`src/rtl/cpu_pkg.sv`:
```
// rtl/cpu_pkg.sv - shared datapath constants and types
package cpu_pkg;
  localparam int DATA_W   = 32;
  localparam int NUM_REGS = 32;
  typedef logic [DATA_W-1:0] word_t;
endpackage

```
`src/rtl/dff_vec.sv`:
```
// rtl/dff_vec.sv - WIDTH-bit enable register with async active-low reset to RVAL
module dff_vec #(
  parameter int               WIDTH = 32,
  parameter logic [WIDTH-1:0] RVAL  = {WIDTH{1'b0}}
) (
  input  logic             clk,
  input  logic             reset,
  input  logic             en,
  input  logic [WIDTH-1:0] d,
  output logic [WIDTH-1:0] q
);

  logic [WIDTH-1:0] r_q;

  always_ff @(posedge clk or negedge reset) begin
    if (!reset) begin
      r_q <= RVAL;
    end else if (en) begin
      r_q <= d;
    end
  end

  assign q = r_q;

endmodule

```
`src/rtl/reg_file_2r1w.sv`:
```
// rtl/reg_file_2r1w.sv - 2-read/1-write register file with optional zero word and write bypass
module reg_file_2r1w
  import cpu_pkg::*;
#(
  parameter int               WIDTH    = DATA_W,
  parameter int               DEPTH    = NUM_REGS,
  parameter int               AW       = $clog2(DEPTH),
  parameter logic [WIDTH-1:0] RVAL     = {WIDTH{1'b0}},
  parameter bit               ZERO_REG = 1'b1,
  parameter bit               BYPASS   = 1'b1
) (
  input  logic             clk,
  input  logic             reset,
  input  logic             we,
  input  logic [AW-1:0]    waddr,
  input  logic [WIDTH-1:0] wdata,
  input  logic [AW-1:0]    raddr_a,
  output logic [WIDTH-1:0] rdata_a,
  input  logic [AW-1:0]    raddr_b,
  output logic [WIDTH-1:0] rdata_b
);

  logic [WIDTH-1:0] w_mem [DEPTH];
  logic             w_waddr_ok;
  logic             w_wr_live;

  // A write is live only for an in-range, storable word while out of reset.
  assign w_waddr_ok = (int'(waddr) < DEPTH) && !(ZERO_REG && (waddr == '0));
  assign w_wr_live  = reset && we && w_waddr_ok;

  genvar i;
  generate
    for (i = 0; i < DEPTH; i++) begin : g_word
      if (ZERO_REG && (i == 0)) begin : g_zero
        assign w_mem[i] = '0;
      end else begin : g_store
        logic w_en;
        assign w_en = we && (waddr == AW'(i));
        dff_vec #(
          .WIDTH (WIDTH),
          .RVAL  (RVAL)
        ) u_word (
          .clk   (clk),
          .reset (reset),
          .en    (w_en),
          .d     (wdata),
          .q     (w_mem[i])
        );
      end
    end
  endgenerate

  always_comb begin
    rdata_a = '0;
    if (int'(raddr_a) < DEPTH) rdata_a = w_mem[raddr_a];
    if (BYPASS && w_wr_live && (raddr_a == waddr)) rdata_a = wdata;
    if (ZERO_REG && (raddr_a == '0)) rdata_a = '0;
  end

  always_comb begin
    rdata_b = '0;
    if (int'(raddr_b) < DEPTH) rdata_b = w_mem[raddr_b];
    if (BYPASS && w_wr_live && (raddr_b == waddr)) rdata_b = wdata;
    if (ZERO_REG && (raddr_b == '0)) rdata_b = '0;
  end

  a_we_known : assert property (@(posedge clk) disable iff (!reset) !$isunknown(we));

endmodule

```
`config.mk`:
```
export PLATFORM = sky130hd
export DESIGN_NAME = reg_file_2r1w
export DESIGN_NICKNAME = d
export VERILOG_FILES = /design/src/rtl/cpu_pkg.sv /design/src/rtl/dff_vec.sv /design/src/rtl/reg_file_2r1w.sv
export SDC_FILE = /design/constraint.sdc
export NUM_CORES = 2
export LEC_CHECK = 0
export CORE_ASPECT_RATIO = 1.4
export CORE_UTILIZATION = 30
export DETAILED_ROUTE_END_ITERATION = 8
export PLACE_DENSITY = 0.41
export SLEW_MARGIN = 20
export SYNTH_ARGS = -nofsm -noshare
export SYNTH_HDL_FRONTEND = slang
export SYNTH_SLANG_ARGS = --single-unit
```
`constraint.sdc`:
```
create_clock -name clk -period 3 [get_ports clk]
set_clock_uncertainty 0.05 [all_clocks]
set_input_delay 0.3 -clock clk [delete_from_list [all_inputs] [get_ports clk]]
set_output_delay 0.3 -clock clk [all_outputs]
set_load 0.02 [all_outputs]
```
# Word-level counts from Yosys, hierarchy flattened
# Cells that the tools add are included.
[op_classes]
addsub = 0
order_cmp = 2
n_mul = 0
n_mux = 10
n_reduce_logical = 39
eq_ne = 33
n_div = 0
bitwise = 2
shift = 0
[op_table]
columns = ["operator", "count"]
rows = [
  ["binary-select mux 32 bit (select 5 bit)", 2],
  ["two-way mux 32 bit", 8],
  ["== test 5 bit (second input constant)", 16],
  ["== test 5 x 4 -> 1 bit (second input constant)", 8],
  ["logical AND 1 bit", 35],
  ["== test 5 x 3 -> 1 bit (second input constant)", 4],
  ["logical NOT 5 bit", 3],
  [">= comparator 6 bit (second input constant)", 2],
  ["NOT 5 -> 6 bit", 2],
  ["== test 5 x 2 -> 1 bit (second input constant)", 2],
  ["== test 5 bit", 2],
  ["== test 5 x 1 -> 1 bit (second input constant)", 1],
  ["logical NOT 1 bit", 1],
]
[word_totals]
latch_bits = 0
mem_bits_ro = 0
in_bits = 50
ram_bits = 0
out_inout_bits = 64
reg_bits = 992
mem_count = 0

# Logic depth before layout (Yosys ltp)
[depth]
depth_word = 6
mapped_depth = 9

# Hierarchy
# Synthesis repeated with hierarchy kept, for this count alone.
[unflattened]
cells_unflattened = 3752
hier_area_um2 = 59087.9
[modules_own_cells]
columns = ["mod", "area_per_inst_um2", "cells_each", "instances"]
rows = [
  ["dff_vec", 1345.0, 68, 31],
  ["reg_file_2r1w", 17391.7, 1644, 1],
]

# Worst setup path before layout
# OpenSTA, ideal clock, no wires.
[synth_path]
path_kind = "input -> output"
start = "input port raddr_b[0]"
end = "output port rdata_b[26]"
slack_ps = 657
path_buffers = 3
path_stages = 8
t_arrival_ps = 1993
required_time_ps = 2650
cell_sequence = "buf_6 buf_6 buf_6 nor2b_2 a221oi_2 nor2_1 o211a_1 o31ai_1"
[synth_between]
elab_chain_cells = 6
elab_cells_between_ends = 9
cone_classes = "eq/ne (1); mux (5); bitwise (1); reduce/logical (2)"
[synth_lines]
columns = ["element", "line_no", "text"]
rows = [
  ["start, declared", "reg_file_2r1w.sv:19", "input logic [AW-1:0] raddr_b,"],
  ["NOT 5 -> 6 bit (not written as such)", "reg_file_2r1w.sv:62", "if (int'(raddr_b) < DEPTH) rdata_b = w_mem[raddr_b];"],
  ["binary-select mux 32 bit (select 5 bit)", "reg_file_2r1w.sv:62", ""],
  ["two-way mux 32 bit (not written as such) (2 in a row)", "reg_file_2r1w.sv:62", ""],
  ["two-way mux 32 bit", "reg_file_2r1w.sv:63", "if (BYPASS && w_wr_live && (raddr_b == waddr)) rdata_b = wdata;"],
  ["two-way mux 32 bit (*)", "reg_file_2r1w.sv:64", "if (ZERO_REG && (raddr_b == '0)) rdata_b = '0;"],
  ["end, declared", "reg_file_2r1w.sv:20", "output logic [WIDTH-1:0] rdata_b"],
]
# Mark *: on every way between the ends. The rest lies on a longest branch, timed or not. The select of a mux whose other input is x is not followed.

# Worst setup path in the final report
[layout_path]
start = "register g_word[31].g_store.u_word.r_q[22]"
end = "output port rdata_b[22]"
[layout_between]
elab_chain_cells = 5
[layout_lines]
columns = ["element", "line_no", "text"]
rows = [
  ["start, declared", "dff_vec.sv:13", "logic [WIDTH-1:0] r_q;"],
  ["start signal, assigned", "dff_vec.sv:17", "r_q <= RVAL;"],
  ["start signal, assigned", "dff_vec.sv:19", "r_q <= d;"],
  ["binary-select mux 32 bit (select 5 bit)", "reg_file_2r1w.sv:62", ""],
  ["two-way mux 32 bit (not written as such) (2 in a row)", "reg_file_2r1w.sv:62", ""],
  ["two-way mux 32 bit", "reg_file_2r1w.sv:63", ""],
  ["two-way mux 32 bit", "reg_file_2r1w.sv:64", ""],
]
# Every way passes these cells. The select of a mux whose other input is x is not followed.

==> results.md <==
* Status: completed
* HP Class: in -> reg
* DR vias at 35,500
* Initial Utilization at about 30%
* Crit. End Element: output pin
* RSZ-0062 raised after global routing: yes
* Worst-Margin Slew at 0.9756 ns
* Post-DRT Antenna Nets at 0
* Port Buf Inserts at between 100 and 150
* Power Density at roughly 630 nW/um^2
* Largest net degree at the start of global routing at 170
* Post-synthesis instance total at 3,678
* Fin nets at approximately 4,000
* Top-area cell type share of the netlist area at ~46%
* Clk Latency, worst-skew pair at 0.74 ns
* Global-route wire length before repair at ~300,000 um
* Post-synth EDFFs at 0
* Final RePlAce weighted congestion at about 0.78
* Fin. max-slew vios at 0
* Core ar. at ~180,000 um^2
* WHS Path Cells at 2
* CP Launch Type: flop
* FFs w/ async S/R, synth at 100.0%
* Avg WL per Cell at approximately 33 um
* Root buffer cell: clkbuf_16
* Commonest cells in the netlist: 1,010 x mux2_2, 992 x dfrtp_1, 429 x mux4_2
* DR pass1 iterations at 5
* Area leader, netlist: dfrtp_1
* H-tree depth at 3
* CP required at between 2 and 3 ns
* WHS Endpoint: g_word[6].g_store.u_word.q[26]
* Hold path startpoint: wdata[26]
* Worst path top cell family by delay: compound AO/OA/AOI/OAI gates
* Post-Synthesis Net Count at about 3,700
* Final setup violation count at 0
* Total Power at ~41 mW
* R2R Path Start: g_word[2].g_store.u_word.q[7]
* Initial antenna violation count at 7
* Clock tree buffer depth at 3
* Post-layout minimum cycle time at roughly 3.0 ns
* Delay of the slowest cell on the worst path at roughly 0.50 ns
* Area Overhead vs Synth at 22.24%
* Row cnt at approximately 180
* R2R depth at 1
* Via density at about 5.6
* Busiest grt layer: met2
* Library cells used by synthesis at 54
* FMAX at around 340 MHz
* CP max stage cell: mux4_2
* Seq/Total Area, Yosys at between 40% and 50%
* Fin crit share at 99.18%
* Multi-input combinational cell area at about 27,000 um^2
* R2R Setup Slk at between 2 and 2.5 ns
* Setup TNS at 0 ns
* Routed WL at about 210,000 um
* Final hold violation count at 0
* M1 GR Usage at roughly 31%
* VDD IR max at ~0.50 mV
* Die width at roughly 360 um
* Num Clock Sinks at approximately 990
* Critical path peak fanout at 3
* Register area at approximately 25,000 um^2
* CTS tree: built
* Most frequent cell after synthesis: mux2_2
* CTS clock-pin slew for the worst setup and hold paths at 0.06 ns
* WP data arrival at 2.63 ns
* Met2 Resource Use GR at about two fifths
* Cts bufs inserted at around 110
* Syn Area/Cell at 14.54 um^2
* FILL cells at 16,760
* LEAKAGE at approximately 28 nW
* Share of layout cells above drive strength 1 at a little under three fifths
* CP Class: reg -> out
* HPWL after DPL at between 100,000 and 150,000 um
* All-Layer GR Usage at between 20 and 25%
* Hold WS at between 0.3 and 0.4 ns
* CP most frequent cell: a22o_1
* DRC at 0
* Synth warn at 0
* Die height at between 500 and 600 um
* Number of buffer and inverter stages on the critical path at 1
* FF+latch count, synth at 992
* Number of max-cap violations at 0
* First DRT Iteration DRCs at around 2,200
* Area contributors post-synth: dfrtp_1 46%, mux2_2 21%, mux4_2 18%
* Die Area at ~180,000 um^2
* Max reg flops at 992
* I/O pin cnt at 114
* Slew HR at between 30% and 40%
* Vias in the first global route at around 38,000
* Post-Syn Area at around 53,000 um^2
* GR Overflow Total at 0
* CP Depth at 6
* Crit-path cells: mux4_2 > a22o_1 > a21oi_2 > a31oi_2 > a22o_1 > buf_4
* FF-to-FF End: g_word[2].g_store.u_word.q[7]
* Top_reg_cell synth: dfrtp_1
* Met3 Track Usage GR at under 10%
==> kinds of logic after synthesis <==
kind of cell / share of synthesized area, %
simple gates: 2.362
flops: 46.40
compound gates: 5.707
buf+inv: 4.072
xor+xnor: 0.1637
mux: 41.29
==> cell usage in the layout (no fill, tap or decap), types with 27 or more instances in the layout <==
| master | instances |
|---|---|
| mux4_2 | 429 |
| clkbuf_1 | 31 |
| nor2_1 | 100 |
| mux2i_1 | 46 |
| o22a_1 | 28 |
| nand3_1 | 30 |
| clkbuf_16 | 114 |
| inv_1 | 27 |
| buf_12 | 155 |
| a221oi_1 | 62 |
| nand2_1 | 80 |
| o211ai_1 | 33 |
| mux2_4 | 30 |
| mux2_2 | 1010 |
| buf_4 | 324 |
| clkdlybuf4s50_1 | 39 |
| dfrtp_1 | 992 |
| a22oi_1 | 75 |
| o22ai_1 | 67 |
==> final cells by class <==
cell class | instances | share of cell area [%]
Multi-Input combinational cell | 2252 | 41.67
Inverter | 28 | 0.1607
Clock buffer | 166 | 4.948
Antenna cell | 1 | 0.003827
Timing Repair Buffer | 593 | 10.16
Clock inverter | 36 | 0.6697
Tap cell | 2312 | 4.424
Sequential cell | 992 | 37.96
==> what timing repair did <==
action	in CTS	in global routing
endpoints found under the setup margin	61	52
buffers inserted	6	6
pin swaps	28	14
hold buffers	1	1
gates cloned	1	2
resized for setup	221	95
hold endpoints to repair	113	16
==> power by group <==
part           switching, mW  total, mW  internal [mW]
sequential              1.86       17.9           16.0
combinational           3.87       9.36           5.48
clock                   6.02       14.2           8.18
==> through the flow <==
step / utilization, % / setup WS (ns) / cells / cell area [um^2]
6_report: 36.85 / 0.02474 / 6380 / 65390
5_1_grt: 36.85 / -0.07027 / 6380 / 65390
4_1_cts: 36.73 / -0.1227 / 6370 / 65180
3_5_place_dp: 34.48 / -0.7658 / 6164 / 61180
3_3_place_gp: 34.48 / -0.7793 / 6164 / 61180
2_1_floorplan: - / 0.6571 / 3678 / 53500
==> per-layer routing <==
metal | routed length [um] | share of wire [%] | vias up
li1 | - | - | 14870
met1 | 92010 | 44 | 19650
met2 | 104100 | 50 | 745
met3 | 6938 | 3.3 | 236
met4 | 5484 | 2.6 | 2
met5 | 11 | 0.0053 | -
==> worst max path at each step <==
stage                                     from          end
3_5_place_dp                        raddr_b[2]  rdata_b[20]
4_1_cts        g_word[15].g_store.u_word.q[30]  rdata_b[30]
5_1_grt         g_word[27].g_store.u_word.q[2]   rdata_b[2]
6_report       g_word[31].g_store.u_word.q[22]  rdata_b[22]
2_1_floorplan                       raddr_b[0]  rdata_b[26]
3_3_place_gp                        raddr_b[2]  rdata_b[21]
(Power assumes the default switching activity.)
